**src/rtl/axi_mem_bridge_pkg.sv**
```systemverilog
// Shared definitions for the AXI4-Lite to memory-port bridge.
//   - AXI response codes used on s_bresp / s_rresp
//   - bridge FSM state encoding (also visible on the bridge debug port)
package axi_mem_bridge_pkg;

  localparam logic [1:0] RESP_OKAY   = 2'b00;
  localparam logic [1:0] RESP_SLVERR = 2'b10;
  localparam logic [1:0] RESP_DECERR = 2'b11;

  typedef enum logic [2:0] {
    IDLE    = 3'd0,
    WR_REQ  = 3'd1,
    WR_RESP = 3'd2,
    RD_REQ  = 3'd3,
    RD_DATA = 3'd4,
    RD_RESP = 3'd5
  } state_t;

endpackage

```
**src/rtl/axi_lite_mem_bridge.sv**
```systemverilog
// AXI4-Lite slave that turns single-beat reads/writes into transactions on
// the shared memory's request/grant port. One transaction in flight at a time.
//
// Ports:
//   clk, rst_n                        clock, synchronous active-low reset
//   s_aw*/s_w*/s_b*                   AXI4-Lite write address/data/response
//   s_ar*/s_r*                        AXI4-Lite read address/data
//   mem_request, mem_we, mem_addr,
//   mem_wdata                         memory-port request (bridge is initiator)
//   mem_rdata                         read data, valid the cycle after a read request
//   mem_grant                         write grant from the memory
//   dbg_state                         current FSM state (axi_mem_bridge_pkg::state_t)
//
// Handshake rule for every AXI channel: a transfer happens on a rising clk edge
// where both valid and ready are high. The bridge holds each response valid and
// its payload stable until that edge; its readies are combinational and only
// ever high in IDLE.
module axi_lite_mem_bridge
  import axi_mem_bridge_pkg::*;
#(
  parameter int ADDR_W     = 8,
  parameter int WIDTH      = 32,
  parameter int AXI_ADDR_W = 12,
  parameter int TIMEOUT    = 16
) (
  input  logic                  clk,
  input  logic                  rst_n,
  input  logic                  s_awvalid,
  output logic                  s_awready,
  input  logic [AXI_ADDR_W-1:0] s_awaddr,
  input  logic                  s_wvalid,
  output logic                  s_wready,
  input  logic [WIDTH-1:0]      s_wdata,
  input  logic [WIDTH/8-1:0]    s_wstrb,
  output logic                  s_bvalid,
  input  logic                  s_bready,
  output logic [1:0]            s_bresp,
  input  logic                  s_arvalid,
  output logic                  s_arready,
  input  logic [AXI_ADDR_W-1:0] s_araddr,
  output logic                  s_rvalid,
  input  logic                  s_rready,
  output logic [WIDTH-1:0]      s_rdata,
  output logic [1:0]            s_rresp,
  output logic                  mem_request,
  output logic                  mem_we,
  output logic [ADDR_W-1:0]     mem_addr,
  output logic [WIDTH-1:0]      mem_wdata,
  input  logic [WIDTH-1:0]      mem_rdata,
  input  logic                  mem_grant,
  output logic [2:0]            dbg_state
);

  localparam int CNT_W = $clog2(TIMEOUT + 1);
  localparam logic [CNT_W-1:0] CNT_LAST = CNT_W'(TIMEOUT - 1);
  localparam logic [WIDTH/8-1:0] STRB_ALL = '1;

  state_t            state_q, state_d;
  logic [CNT_W-1:0]  cnt_q, cnt_d;
  logic              rr_wr_first_q, rr_wr_first_d;
  logic [1:0]        bresp_q, bresp_d;
  logic [1:0]        rresp_q, rresp_d;
  logic [WIDTH-1:0]  rdata_q, rdata_d;
  logic [WIDTH-1:0]  wdata_q, wdata_d;
  logic [ADDR_W-1:0] addr_q, addr_d;

  logic wr_pending, rd_pending, idle_ok, sel_wr, sel_rd;
  logic aw_out_of_range, ar_out_of_range;

  // Byte-offset bits carry no meaning for a word-wide memory.
  logic unused_addr_bits;
  assign unused_addr_bits = ^{s_awaddr[1:0], s_araddr[1:0]};

  // A write needs both AW and W so they are always taken together.
  // Readies are masked during reset so nothing is accepted that reset would drop.
  assign wr_pending = s_awvalid && s_wvalid;
  assign rd_pending = s_arvalid;
  assign idle_ok    = (state_q == IDLE) && rst_n;
  assign sel_wr     = idle_ok && wr_pending && (!rd_pending || rr_wr_first_q);
  assign sel_rd     = idle_ok && rd_pending && (!wr_pending || !rr_wr_first_q);

  assign s_awready = sel_wr;
  assign s_wready  = sel_wr;
  assign s_arready = sel_rd;

  // Any set bit above the memory's word-address range is a decode error.
  assign aw_out_of_range = (s_awaddr >> (ADDR_W + 2)) != '0;
  assign ar_out_of_range = (s_araddr >> (ADDR_W + 2)) != '0;

  always_comb begin
    state_d       = state_q;
    cnt_d         = cnt_q;
    rr_wr_first_d = rr_wr_first_q;
    bresp_d       = bresp_q;
    rresp_d       = rresp_q;
    rdata_d       = rdata_q;
    wdata_d       = wdata_q;
    addr_d        = addr_q;
    mem_request   = 1'b0;
    mem_we        = 1'b0;
    s_bvalid      = 1'b0;
    s_rvalid      = 1'b0;

    case (state_q)
      IDLE: begin
        if (sel_wr) begin
          // Whatever was served, the other type gets priority next time.
          rr_wr_first_d = 1'b0;
          if (aw_out_of_range) begin
            bresp_d = RESP_DECERR;
            state_d = WR_RESP;
          end else if (s_wstrb != STRB_ALL) begin
            // The memory has no byte enables, so partial writes are refused.
            bresp_d = RESP_SLVERR;
            state_d = WR_RESP;
          end else begin
            addr_d  = s_awaddr[ADDR_W+1:2];
            wdata_d = s_wdata;
            cnt_d   = '0;
            state_d = WR_REQ;
          end
        end else if (sel_rd) begin
          rr_wr_first_d = 1'b1;
          if (ar_out_of_range) begin
            rresp_d = RESP_DECERR;
            rdata_d = '0;
            state_d = RD_RESP;
          end else begin
            addr_d  = s_araddr[ADDR_W+1:2];
            state_d = RD_REQ;
          end
        end
      end

      WR_REQ: begin
        mem_request = 1'b1;
        mem_we      = 1'b1;
        // A grant on the final wait cycle still wins over the timeout.
        if (mem_grant) begin
          bresp_d = RESP_OKAY;
          state_d = WR_RESP;
        end else if (cnt_q == CNT_LAST) begin
          bresp_d = RESP_SLVERR;
          state_d = WR_RESP;
        end else begin
          cnt_d = cnt_q + 1'b1;
        end
      end

      WR_RESP: begin
        s_bvalid = 1'b1;
        if (s_bready) state_d = IDLE;
      end

      RD_REQ: begin
        // Reads are not granted; the memory answers on the following cycle.
        mem_request = 1'b1;
        state_d     = RD_DATA;
      end

      RD_DATA: begin
        rdata_d = mem_rdata;
        rresp_d = RESP_OKAY;
        state_d = RD_RESP;
      end

      RD_RESP: begin
        s_rvalid = 1'b1;
        if (s_rready) state_d = IDLE;
      end

      default: state_d = IDLE;
    endcase
  end

  always_ff @(posedge clk) begin
    if (!rst_n) begin
      state_q       <= IDLE;
      cnt_q         <= '0;
      rr_wr_first_q <= 1'b1;
      bresp_q       <= RESP_OKAY;
      rresp_q       <= RESP_OKAY;
      rdata_q       <= '0;
      wdata_q       <= '0;
      addr_q        <= '0;
    end else begin
      state_q       <= state_d;
      cnt_q         <= cnt_d;
      rr_wr_first_q <= rr_wr_first_d;
      bresp_q       <= bresp_d;
      rresp_q       <= rresp_d;
      rdata_q       <= rdata_d;
      wdata_q       <= wdata_d;
      addr_q        <= addr_d;
    end
  end

  assign mem_addr  = addr_q;
  assign mem_wdata = wdata_q;
  assign s_bresp   = bresp_q;
  assign s_rresp   = rresp_q;
  assign s_rdata   = rdata_q;
  assign dbg_state = state_q;

endmodule

```
**config.mk**
```make
export PLATFORM = sky130hd
export DESIGN_NAME = axi_lite_mem_bridge
export DESIGN_NICKNAME = d
export VERILOG_FILES = /design/src/rtl/axi_mem_bridge_pkg.sv /design/src/rtl/axi_lite_mem_bridge.sv
export SDC_FILE = /design/constraint.sdc
export NUM_CORES = 1
export LEC_CHECK = 0
export CAP_MARGIN = 20
export CORE_ASPECT_RATIO = 0.75
export CORE_MARGIN = 2
export CORE_UTILIZATION = 38
export DETAILED_ROUTE_END_ITERATION = 7
export GPL_TIMING_DRIVEN = 0
export PLACE_DENSITY_LB_ADDON = 0.08
export REMOVE_ABC_BUFFERS = 1
export SLEW_MARGIN = 20
export SYNTH_ARGS = -nofsm -noshare
export SYNTH_HDL_FRONTEND = slang
export SYNTH_SLANG_ARGS = --single-unit
```
**constraint.sdc**
```tcl
create_clock -name clk -period 2.2 [get_ports clk]
set_clock_uncertainty 0.2 [all_clocks]
set_input_delay 0.55 -clock clk [delete_from_list [all_inputs] [get_ports clk]]
set_output_delay 0.55 -clock clk [all_outputs]
set_load 0.05 [all_outputs]
```
# Word level (Yosys, flattened, before mapping)
# Index checks and enable logic that the tools add are counted.
# Widths: inputs -> output; s select.
[word_totals]
ff_bits = 85
inputBits = 100
[op_classes]
n_addsub = 1
n_eq_ne = 23
muxes = 41
bitwise = 2
n_reduce_logical = 25
[ops]
columns = ["op", "n"]
rows = [
  ["$mux 32", 3],
  ["$pmux 32 s2", 1],
  ["$mux 8", 5],
  ["$ne 2x2->1 const B", 13],
  ["$mux 5", 5],
  ["$reduce_bool 12->1", 2],
  ["$mux 3", 7],
  ["$mux 2", 10],
  ["$pmux 3 s6", 1],
  ["$reduce_and 4->1", 4],
  ["$pmux 5 s2", 1],
  ["$pmux 2 s2", 2],
  ["$eq 3x2->1 const B", 2],
  ["$eq 3x3->1 const B", 2],
  ["$logic_and 1x1->1", 6],
  ["$mux 1", 6],
  ["$ne 3x3->1 const B", 2],
  ["$reduce_and 6->1", 1],
  ["$reduce_bool 2->1", 3],
  ["$add 5x1->5 const B", 1],
  ["$eq 5x4->1 const B", 1],
  ["$reduce_and 5->1", 1],
  ["$ne 4x4->1 const B", 1],
  ["$eq 3x1->1 const B", 1],
  ["7 further kinds", 11],
]

# Longest topological paths before layout
# Gate-level depths: netlist of run 1.
[depth]
ltp_word = 7
mapped_depth = 9

# Least setup slack after synthesis of run 1
# Ideal clock, no wire load.
[synth_timing]
path_type = "reg-to-output"
start = "register state_q[0], in the netlist dbg_state[0]"
end = "output port s_arready"
arrival_ns = 1.840
required_time_ns = 1.450
setup_slack_ns = -0.390
path_stages_with_launch = 4
path_cell_list = "dfxtp_1 -> buf_6 -> or3_1 -> nor2_1"
[synth_between]
elab_chain_cells = 4
[synth_lines]
columns = ["item", "line_no", "text"]
rows = [
  ["start: declaration", "axi_lite_mem_bridge.sv:58", "state_t state_q, state_d;"],
  ["start signal: assignment", "axi_lite_mem_bridge.sv:187", "state_q <= state_d;"],
  ["$logic_not 3->1", "axi_lite_mem_bridge.sv:78", "assign idle_ok = (state_q == IDLE) && rst_n;"],
  ["$logic_and 1x1->1", "axi_lite_mem_bridge.sv:78", ""],
  ["$logic_and 1x1->1 (2 in a row)", "axi_lite_mem_bridge.sv:80", "assign sel_rd = idle_ok && rd_pending && (!wr_pending || !rr_wr_first_q);"],
  ["end: declaration", "axi_lite_mem_bridge.sv:39", "output logic s_arready,"],
]
# No other way between the ends.

# Final worst setup path of run 1
[layout_timing]
start = "register state_q[1], in the netlist dbg_state[1]"
end = "output port s_arready"
# Same word-level chain as after synthesis.

==> results.tsv, run 1 <==
metric	value	unit
synthesis.area	3242	sq um
holdPathStages	2	
p_leak	0.002488	uW
critical_path_class	register to primary output	
holdBufCountCts	0	
critical_path_arrival	1.44	ns
cp-start-kind	register	
num_vias	3289	
grtUsageTotal	21.50	%
design_area	5638	sq um
grt_pass1_wl	16.26	mm
grt_pass1_vias	3197	
syn_inst	359	
cts_tree	done	
layout-drive-gt1-share	12.79	%
grt_max_degree	44	
clkSinkCount	84	
final_util	67.26	%
drcViolationCount	0	
antenna_left	0	
cts_max_level	3	
cpPeakStageDelay	0.42	ns
gp_congestion	0.8194	
cts_root_buf	clkbuf_16	
max_cap_violations	0	
antenna-diode-count	0	
p_switching	2025	uW
rrSetupSlack	0.10	ns
cts_inserted_buffers	9	
hold_viol	0	
worstSkewPairLatency	0.33	ns
dp_hpwl	6.605	mm
irDropWorstVdd	0.5743	mV
cp_num_buf_inv	1	
drtPass1Iterations	5	
required	1.45	ns
comb_power_share	37.2	%
synth_seq_cells	84	
die-area	9294	sq um
slew_headroom	52.16	%
antenna_found_initial	0	
dpl-instance-area	5091	sq um
setup_viol	0	
status	complete, no violations	
crit_cells	3	
yosys_warnings	0	
std_cell_rows	29	
endpoint	s_arready	
max_freq	0.4573	GHz
period_share	99.39	%
cp_max_fo	10	
seqPwrFrac	34.3	%
rsz0062_at_grt	true	
drt-total-wl	10.16	mm
r2r_end	s_rdata[18]$_SDFFE_PN0P_	
overflow	0	
synth_ff_type	dfxtp_1	
worstPathCellList	or3_4 -> nor2_4 -> buf_8	
worst_setup_path_startpoint	dbg_state[1]$_SDFFE_PN0P_	
slowest_stage	or3_4	
post-route-min-period	2.187	ns
fin_nets	652	
viasPerCell	4.961	
p_int	3360	uW
holdWs	0.2502	ns
ios	186	
rr_worst_depth	5	
synth_cell_type_count	44	
clk_pin_slew_worst_paths	0.07	ns
synth_edf_count	0	
die_h	83.99	um
fill_cells	695	
worst_pin_slew	0.7159	ns
cellPowerDensity	955.3	nW/um^2
cts.path.max_buffers	2	
drv_slew	0	
initial_utilization	38.68	%
avgSynthCellArea	9.030	sq um
portBuffers	181	
end_kind	primary output	
switching_share	37.61	%
min_path_type	register to register	
async_flop_share	0	%
die_w	110.7	um
syn_to_final_growth	73.91	%
coreArea	8382	sq um
drtIter0Drc	154	
seq_area_frac_synth	51.87	%
clkPwrFrac	28.5	%
r2r-start	dbg_state[0]$_SDFFE_PN0P_	
crit_family	simple AND/OR/NAND/NOR gates	
wl_per_cell	15.32	um
## synth_stat cells, types with 2 or more instances
master	count	area, sq um
o21ai_0	4	20.02
ha_1	2	25.02
inv_1	5	18.77
buf_6	3	33.78
buf_2	7	35.03
nor2_1	23	86.33
dfxtp_1	84	1682
a21boi_1	2	15.01
nand2_1	89	334.1
a311oi_1	7	61.31
nand4_1	2	12.51
a311oi_2	2	30.03
a21oi_1	36	180.2
or3_1	6	37.54
buf_4	3	22.52
nor3_2	2	20.02
a22o_1	32	280.3
nand3_1	5	25.02
o21a_1	3	22.52
nand2b_1	4	25.02
nor3_1	2	10.01
clkbuf_1	13	48.80
o31ai_1	2	15.01
## worst reg2reg max path, cell delays in order (launching register included)
cell     delay [ns]
dfxtp_4        0.38
buf_4          0.14
nor2_1         0.27
nand2_1        0.21
nor2_4         0.59
a22o_1         0.24
## cell type report
| cell class | count | area [sq um] | area share, % |
|---|---|---|---|
| inverters | 6 | 27.53 | 0.4882 |
| repair buffers | 204 | 1996 | 35.40 |
| multi-input cells | 245 | 1476 | 26.19 |
| clock buffers | 9 | 225.2 | 3.995 |
| clock inverters | 7 | 85.08 | 1.509 |
| flip-flops and latches | 84 | 1693 | 30.03 |
| well taps | 108 | 135.1 | 2.397 |
## per-layer routing
metal  routed length (um)  global-route usage [%]  part of all wire, %  vias up
met1                 4666                   29.06                   46     1504
met2                 4666                   34.86                   46      139
met4                   53                   4.091                 0.52        0
li1                     -                       -                    -     1640
met5                    0                       0                    0        -
met3                  772                   5.955                  7.6        6
## kinds of logic (layout without fill, tap and decap cells)
group / count (synthesis) / count (layout) / share of synthesized area [%]
DFF: 84 / 84 / 51.87
adders and majority gates: 2 / 2 / 0.7718
muxes: 1 / 1 / 0.3088
buffers and inverters: 32 / 226 / 5.017
AOI/OAI and AO/OA: 96 / 96 / 21.73
and+or+nand+nor: 144 / 146 / 20.30
## power by group through the flow
stage	combinational, uW	sequential, uW	clock [uW]
CTS	1910	1840	1580
finish	2000	1850	1530
global route	2110	1870	1640
detailed placement	1850	1870	0
floorplan	632	2380	0
global placement	1830	1860	0
## state kept, by name, summed over array words and instances, names as in the netlist
register       flops
mem_wdata         32
s_rdata           32
mem_addr           8
cnt_q              5
dbg_state          3
s_bresp            2
rr_wr_first_q      1
s_rresp            1
## through the flow
stage / power (uW) / instances / setup WS, ns / TNS, ns
after floorplan: 3013 / 333 / -0.6097 / -38.60
after global placement: 3693 / 622 / -2.318 / -146.36
after detailed placement: 3721 / 623 / -1.426 / -73.93
after CTS: 5336 / 654 / -0.09444 / -0.8234
after global routing: 5626 / 663 / -0.03678 / -0.06981
final: 5386 / 663 / 0.01345 / 0
## layout by cell type (no fill, tap or decap), types with 5 or more instances in the layout
cell	instances
a22o_1	32
a21oi_1	36
buf_4	17
clkdlybuf4s50_1	87
buf_12	5
dfxtp_1	81
nand2_1	88
nand3_1	5
nor2_1	19
clkbuf_16	10
nor2_4	6
dlygate4sd2_1	81
a311oi_1	7
## how the worst min path moves through the flow
stage / from / end / slack [ns]
2_1_floorplan: cnt_q[4]$_SDFFE_PN0P_ / cnt_q[4]$_SDFFE_PN0P_ / 0.23
3_3_place_gp: mem_wdata[16]$_SDFFE_PN0P_ / mem_wdata[16]$_SDFFE_PN0P_ / 0.24
3_5_place_dp: mem_wdata[30]$_SDFFE_PN0P_ / mem_wdata[30]$_SDFFE_PN0P_ / 0.25
4_1_cts: mem_wdata[30]$_SDFFE_PN0P_ / mem_wdata[30]$_SDFFE_PN0P_ / 0.25
5_1_grt: mem_wdata[5]$_SDFFE_PN0P_ / mem_wdata[5]$_SDFFE_PN0P_ / 0.27
6_report: mem_wdata[22]$_SDFFE_PN0P_ / mem_wdata[22]$_SDFFE_PN0P_ / 0.25
## what timing repair did
action / 4_1_cts / 5_1_grt
pin swaps: 6 / 10
buffers inserted: 13 / 8
resized for setup: 139 / 13
gates cloned: 2 / 1
endpoints found under the setup margin: 163 / 86
(Power assumes the default switching activity.)
==> run 2, diff against run 1 <==
--- a/config.mk
+++ b/config.mk
@@ -11,7 +11,8 @@
 export CORE_UTILIZATION = 38
 export DETAILED_ROUTE_END_ITERATION = 7
 export GPL_TIMING_DRIVEN = 0
-export PLACE_DENSITY_LB_ADDON = 0.08
+export PLACE_DENSITY_LB_ADDON = 0.12
+export RECOVER_POWER = 50
 export REMOVE_ABC_BUFFERS = 1
 export SLEW_MARGIN = 20
 export SYNTH_ARGS = -nofsm -noshare
==> results.tsv, run 2 (same netlist as run 1, synthesis figures left out) <==
metric	value	unit
grt_pass1_vias	3261	
cts_root_buf	clkbuf_16	
drv_slew	0	
post-route-min-period	2.164	ns
critical_path_class	register to primary output	
p_leak	0.002499	uW
required	1.45	ns
cellPowerDensity	964.2	nW/um^2
status	complete, no violations	
min_path_type	register to register	
cts_inserted_buffers	9	
antenna-diode-count	0	
final_util	67.92	%
fin_nets	659	
die-area	9294	sq um
end_kind	primary output	
holdBufCountCts	0	
worstSkewPairLatency	0.33	ns
grt_pass1_wl	16.27	mm
num_vias	3395	
irDropWorstVdd	0.5506	mV
die_w	110.7	um
coreArea	8382	sq um
max_freq	0.4621	GHz
initial_utilization	38.68	%
std_cell_rows	29	
rrSetupSlack	0.09	ns
die_h	83.99	um
drtPass1Iterations	4	
dp_hpwl	6.837	mm
drcViolationCount	0	
gp_congestion	0.8542	
max_cap_violations	0	
setup_slack	0.03599	ns
rr_worst_depth	7	
wl_per_cell	15.50	um
cts.path.max_buffers	2	
r2r_end	dbg_state[2]$_SDFFE_PN0P_	
layout.cells.non_filler	670	
drtIter0Drc	172	
comb_power_share	36.9	%
place_inst	623	
cp-start-kind	register	
grt_max_degree	42	
setup_viol	0	
r2r-start	cnt_q[0]$_SDFFE_PN0P_	
p_switching	2016	uW
cts_tree	done	
period_share	98.36	%
seqPwrFrac	33.6	%
critical_path_arrival	1.41	ns
holdPathStages	2	
viasPerCell	5.067	
worst_pin_slew	0.7044	ns
clk_pin_slew_worst_paths	0.06	ns
pre_cts_slack	-1.430	ns
worst_setup_path_startpoint	dbg_state[1]$_SDFFE_PN0P_	
final_cell_mix	88 x nand2_1, 88 x dlygate4sd2_1, 85 x clkdlybuf4s50_1	
grtUsageTotal	21.74	%
holdWs	0.2528	ns
syn_to_final_growth	75.61	%
endpoint	s_rvalid	
antenna_found_initial	0	
portBuffers	181	
cp_max_fo	10	
hold_viol	0	
p_int	3473	uW
ios	186	
layout-drive-gt1-share	14.23	%
switching_share	36.73	%
slew_headroom	52.93	%
drt-total-wl	10.39	mm
cts_max_level	3	
overflow	0	
antenna_left	0	
clkSinkCount	84	
clkPwrFrac	29.5	%
==> run 2: changes by cell type in the layout (fill, tap and decap cells not counted), moves of 2 or more <==
cell / previous run / this run
clkdlybuf4s50_1: 87 / 85
dlygate4sd2_1: 81 / 88
buf_4: 17 / 21
inv_6: 2 / 0
buf_6: 0 / 3
dlymetal6s2s_1: 4 / 0
==> run 2: worst min path at each step <==
stage / start / end
floorplan: cnt_q[4]$_SDFFE_PN0P_ / cnt_q[4]$_SDFFE_PN0P_
global placement: cnt_q[4]$_SDFFE_PN0P_ / cnt_q[4]$_SDFFE_PN0P_
detailed placement: mem_wdata[22]$_SDFFE_PN0P_ / mem_wdata[22]$_SDFFE_PN0P_
CTS: mem_wdata[22]$_SDFFE_PN0P_ / mem_wdata[22]$_SDFFE_PN0P_
global route: mem_wdata[22]$_SDFFE_PN0P_ / mem_wdata[22]$_SDFFE_PN0P_
finish: mem_wdata[11]$_SDFFE_PN0P_ / mem_wdata[11]$_SDFFE_PN0P_
==> run 2: routing by layer <==
layer	GRT usage [%]	vias up	part of all wire, %
li1	-	1652	-
met3	7.916	4	6.5
met2	36.03	118	50
met4	4.545	0	0.37
met1	27.36	1621	43
met5	0	-	0
==> run 2: area by class of cell <==
type	count	area, sq um
fill	716	2689
timing repair buffer	211	2029
sequential	84	1693
multi-input combinational	245	1483
clock buffer	9	225.2
tap	108	135.1
clock inverter	7	100.1
inverter	6	27.53
==> run 2: what timing repair did <==
action / in CTS / in global routing
hold endpoints to repair: 0 / 0
endpoints found under the setup margin: 164 / 46
gates cloned: 2 / 0
buffers inserted: 21 / 9
pin swaps: 9 / 10
gates resized for setup: 152 / 12
==> run 2: power groups by stage <==
stage / clock network, uW / logic (uW) / registers (uW)
finish: 1620 / 2030 / 1840
global route: 1730 / 2130 / 1870
detailed placement: 0 / 1860 / 1870
global placement: 0 / 1830 / 1870
floorplan: 0 / 632 / 2380
CTS: 1660 / 1900 / 1840
==> run 2: worst max-delay path: stages (launching register included) <==
cell and delay (ns):
dfxtp_4 0.38, nand2b_1 0.20, nor2_1 0.13, clkdlybuf4s18_2 0.38
==> run 2: stage by stage <==
stage / instance area [sq um] / setup TNS (ns) / power [uW]
3_5_place_dp: 5091 / -74.11 / 3724
2_1_floorplan: 3102 / -38.60 / 3013
6_report: 5693 / 0 / 5489
5_1_grt: 5693 / -0.03477 / 5722
3_3_place_gp: 5049 / -146.42 / 3692
4_1_cts: 5590 / 0 / 5408
